File: config.mk
export PLATFORM = sky130hd
export DESIGN_NAME = vram_write_sched
export DESIGN_NICKNAME = d
export VERILOG_FILES = /design/src/rtl/vram_pkg.sv /design/src/rtl/rr_arb2.sv /design/src/rtl/vram_write_sched.sv
export SDC_FILE = /design/constraint.sdc
export NUM_CORES = 1
export LEC_CHECK = 0
export BUFFER_PORTS_ARGS = -buffer_cell sky130_fd_sc_hd__buf_2
export CORE_MARGIN = 2
export CORE_UTILIZATION = 40
export CTS_BUF_LIST = sky130_fd_sc_hd__clkbuf_4 sky130_fd_sc_hd__clkbuf_8 sky130_fd_sc_hd__clkbuf_16
export CTS_CLUSTER_DIAMETER = 80
export CTS_CLUSTER_SIZE = 20
export DETAILED_ROUTE_END_ITERATION = 10
export GPL_TIMING_DRIVEN = 0
export PLACE_DENSITY = 0.68
export SLEW_MARGIN = 10
export SYNTH_ARGS = -nofsm -noshare
export SYNTH_HDL_FRONTEND = slang
export SYNTH_SLANG_ARGS = --single-unit
File: constraint.sdc
create_clock -name i_clk -period 3.6 [get_ports i_clk]
set_input_delay 0.36 -clock i_clk [delete_from_list [all_inputs] [get_ports i_clk]]
set_output_delay 0.36 -clock i_clk [all_outputs]
set_load 0.02 [all_outputs]
File: src/rtl/vram_pkg.sv
// Shared types and defaults for the video RAM write-port scheduler.
package vram_pkg;

  localparam int   VRAM_ADDR_W    = 16;
  localparam logic VRAM_CLEAR_VAL = 1'b0;

  typedef enum logic {
    ST_ARB   = 1'b0,
    ST_CLEAR = 1'b1
  } state_t;

endpackage

File: src/rtl/rr_arb2.sv
// Two-way round-robin grant: combinational one-hot grant plus the pointer value
// the caller should register for the next cycle.
module rr_arb2 (
  input  logic       valid0,
  input  logic       valid1,
  input  logic       last,
  input  logic       en,
  output logic [1:0] grant,
  output logic       last_next
);

  always_comb begin
    grant     = 2'b00;
    last_next = last;
    // A lone requester always wins; on a tie the one not served most recently wins.
    grant[0]  = en & valid0 & (~valid1 | last);
    grant[1]  = en & valid1 & (~valid0 | ~last);
    if (grant[1]) begin
      last_next = 1'b1;
    end else if (grant[0]) begin
      last_next = 1'b0;
    end
  end

endmodule

File: src/rtl/vram_write_sched.sv
// Write-port scheduler for the 1-bit video RAM: round-robin between two pixel
// writers, a full-screen clear sweep, and a freeze input that stalls all writes.
module vram_write_sched
  import vram_pkg::*;
#(
  parameter int   ADDR_W    = VRAM_ADDR_W,
  parameter logic CLEAR_VAL = VRAM_CLEAR_VAL
) (
  input  logic              i_clk,
  input  logic              i_rst_n,
  input  logic              i_freeze,
  input  logic              i_clear,
  output logic              o_clear_busy,
  input  logic              i_req0_valid,
  input  logic [ADDR_W-1:0] i_req0_addr,
  input  logic              i_req0_dat,
  output logic              o_req0_ready,
  input  logic              i_req1_valid,
  input  logic [ADDR_W-1:0] i_req1_addr,
  input  logic              i_req1_dat,
  output logic              o_req1_ready,
  output logic              o_we,
  output logic [ADDR_W-1:0] o_addr,
  output logic              o_dat
);

  state_t            state_reg;
  logic [ADDR_W-1:0] cnt_reg;
  logic              last_reg;
  logic              last_next;
  logic [1:0]        grant;
  logic              arb_en;

  // Gating with i_rst_n keeps both readies low while reset is held.
  assign arb_en = i_rst_n & (state_reg == ST_ARB) & ~i_clear & ~i_freeze;

  rr_arb2 u_arb (
    .valid0    (i_req0_valid),
    .valid1    (i_req1_valid),
    .last      (last_reg),
    .en        (arb_en),
    .grant     (grant),
    .last_next (last_next)
  );

  assign o_req0_ready = grant[0];
  assign o_req1_ready = grant[1];

  always_ff @(posedge i_clk or negedge i_rst_n) begin
    if (!i_rst_n) begin
      state_reg    <= ST_ARB;
      cnt_reg      <= '0;
      last_reg     <= 1'b1;
      o_we         <= 1'b0;
      o_addr       <= '0;
      o_dat        <= 1'b0;
      o_clear_busy <= 1'b0;
    end else begin
      case (state_reg)
        ST_ARB: begin
          o_we     <= 1'b0;
          last_reg <= last_next;
          if (i_clear) begin
            state_reg    <= ST_CLEAR;
            cnt_reg      <= '0;
            o_clear_busy <= 1'b1;
          end else if (grant[0]) begin
            o_we   <= 1'b1;
            o_addr <= i_req0_addr;
            o_dat  <= i_req0_dat;
          end else if (grant[1]) begin
            o_we   <= 1'b1;
            o_addr <= i_req1_addr;
            o_dat  <= i_req1_dat;
          end
        end
        ST_CLEAR: begin
          if (i_freeze) begin
            o_we <= 1'b0;
          end else begin
            o_we    <= 1'b1;
            o_addr  <= cnt_reg;
            o_dat   <= CLEAR_VAL;
            cnt_reg <= cnt_reg + ADDR_W'(1);
            // Terminal on all-ones so the last address is still written.
            if (&cnt_reg) begin
              state_reg    <= ST_ARB;
              o_clear_busy <= 1'b0;
            end
          end
        end
        default: begin
          state_reg <= ST_ARB;
          o_we      <= 1'b0;
        end
      endcase
    end
  end

endmodule

==> reports/qor.txt <==
Status: completed
Largest net degree at the start of global routing: 40
Cell Count, Final, Fillers Out: 319
RSZ-0062 raised after global routing: false
DP Wirelength: 3188 µm
Resize count post-CTS: 0
CTS Hold Bufs: 0
Top-area cell type share of the netlist area: 0.4681
Clock latency on the worst-skew pair: 0.28 ns
Dpl ws: 1.044 ns
Worst Setup End Kind: output pin
Initial antenna violation count: 0
Die Height: 73.36 µm
Max Cap Violations: 0
IO Count: 61
Biggest area consumer among synthesized cells: dfrtp_1
DR vias: 1669
Critical Path Source Type: input pin
CTS root buffer: clkbuf_8
Nets: 306
Die area: 5382 µm²
Placer Congestion: 0.7893
Seq cells post-synth: 37
# setup viols final: 0
CTS tree: built
Leak: 1.259 nW
Rows: 25
Cell Area, Synth: 1924 µm²
Layout cells sized above 1: 0.2830
Clk slew on worst S/H paths: 0.07 ns
Post-synth top flop: dfrtp_1
Initial core utilization: 0.4101
Post-CTS Setup Inserts: 0
Syn-to-layout area delta: 23.80%
Worst Path Arrival: 2.11 ns
Core Region: 4692 µm²
Post-route DRC: 0
Async set-or-reset flop fraction in the synthesized netlist: 1.000
Cell count after synthesis: 198
FMAX: 405.2 MHz
Gr ovfl total: 0
Maximum vdd drop: 287.4 µV
Final Critical Period: 2.468 ns
Setup TNS: 0 ns
PnR worst setup slack: 1.132 ns
First-pass GRT wire length: 7162 µm
Total Routing Usage GR: 0.1725
Ant diodes: 0
Total clock sinks: 37
Max-slew violations: 0
Number of global-route vias before repair: 1579
Sequential area share after synthesis: 0.4818
Crit Path Max Fanout: 39
Final Hold Viols: 0
Worst Path Class, Setup: input pin to output pin
Drt via density: 5.232
Hold Crit Class: input pin to asynchronous set/reset pin
Cells after DPL: 312
DRT Pass-1 Iters: 4
Library cells used by synthesis: 39
Detail Route Antenna Nets: 0
EDFF count, synth: 0
Period utilisation layout: 0.6855
Drt total wl: 4322 µm
Iteration-0 DRC Markers: 102
PortBufs: 60
Synth warn: 0
Worst-Margin Slew: 0.8510 ns
Pwr/cell area: 420.9 nW/µm²
H-tree Lvls: 2
Max Root-Sink Buffers: 2
Slew headroom: 0.4327
Avg WL per Cell: 13.55 µm
CP required: 3.24 ns
Top cells by area, synth: dfrtp_1, mux2i_1, o221ai_1
Post-Syn Area per Cell: 9.719 µm²
Final Skew: 0.003201 ns
Die Wd: 73.36 µm
CTS buffer count: 5
Syn_nets: 239
==> cells by family (layout without fill, tap and decap cells) <==
logic type | count (synthesis) | after routing | synth area share
multiplexers | 22 | 22 | 0.1144
adder cells (fa/ha/maj) | 1 | 1 | 0.006501
AO/OA/AOI/OAI | 32 | 32 | 0.1281
XOR/XNOR | 3 | 3 | 0.01366
flip-flops | 37 | 37 | 0.4818
AND/OR/NAND/NOR | 77 | 77 | 0.1983
buffers and inverters | 26 | 93 | 0.05721
==> final timing paths <==
kind | start | end | slack [ns] | cells past startpoint
worst min-delay path | i_rst_n | o_dat | 0.18 | 1
worst max register to register | state_reg | o_addr[6] | 1.83 | 4
min in group i_clk | i_req0_addr[0] | o_addr[0] | 0.37 | 3
max in group asynchronous | i_rst_n | cnt_reg[0] | 2.88 | 1
worst max-delay path | i_rst_n | o_req0_ready | 1.13 | 7
worst min register to register | last_reg | last_reg | 0.52 | 1
==> cells in the final DEF, fill, tap and decap left out, types with 2 or more instances in the layout <==
| cell type | synthesis | layout |
|---|---|---|
| and3_1 | 3 | 3 |
| buf_2 | 1 | 61 |
| clkbuf_1 | 2 | 2 |
| clkbuf_8 | 0 | 6 |
| dfrtp_1 | 36 | 36 |
| inv_1 | 20 | 20 |
| mux2i_1 | 22 | 22 |
| nand2_1 | 35 | 35 |
| nand2b_1 | 2 | 2 |
| nand3_1 | 10 | 10 |
| nor2_1 | 9 | 9 |
| nor2b_1 | 3 | 3 |
| nor3_1 | 6 | 6 |
| o21ai_0 | 6 | 6 |
| o221ai_1 | 16 | 16 |
| or3_1 | 2 | 2 |
| xnor2_1 | 2 | 2 |
==> critical path, cell delays in order <==
cell	delay [ns]
buf_2	0.64
nor4b_4	0.41
nand3_1	0.11
buf_4	0.20
buf_6	0.16
inv_1	0.05
buf_2	0.15
==> Yosys cell counts, types with 2 or more instances <==
cell,number
or3_1,2
inv_1,20
dfrtp_1,36
nor3_1,6
clkbuf_1,2
o21ai_0,6
and3_1,3
nand2_1,35
nand3_1,10
o221ai_1,16
nor2b_1,3
nor2_1,9
xnor2_1,2
nand2b_1,2
mux2i_1,22
==> power by group <==
group,leakage (nW),switching [mW],internal [mW]
Sequential,0.484,0.0460,0.468
Clock,0.0477,0.137,0.159
Combinational,0.727,0.113,0.0797
==> stage by stage <==
| step | hold WS [ns] | instance area, µm² | power, mW | util |
|---|---|---|---|---|
| 2_1_floorplan | 0.06441 | 1924 | 0.6320 | - |
| 3_3_place_gp | 0.5052 | 2292 | 0.7101 | 0.4885 |
| 3_5_place_dp | 0.5105 | 2292 | 0.7169 | 0.4885 |
| 4_1_cts | 0.2162 | 2382 | 1.013 | 0.5077 |
| 5_1_grt | 0.2556 | 2382 | 1.064 | 0.5077 |
| 6_report | 0.1823 | 2382 | 1.003 | 0.5077 |
==> routing by layer <==
metal  up-vias  routed length [µm]  global-route usage
li1        838                   -                   -
met1       778                1994              0.2252
met2        48                2044              0.2793
met3         5                 226             0.04252
met4         0                  56             0.06061
met5         -                   0                   0
==> area by class of cell <==
type / count / area, µm²
fill: 444 / 2310
sequential: 37 / 927.1
multi-input combinational: 135 / 887.1
timing repair buffer: 60 / 300.3
clock buffer: 7 / 90.09
inverter: 20 / 75.07
tap: 54 / 67.56
buffer: 6 / 35.03
(Power assumes the default switching activity.)
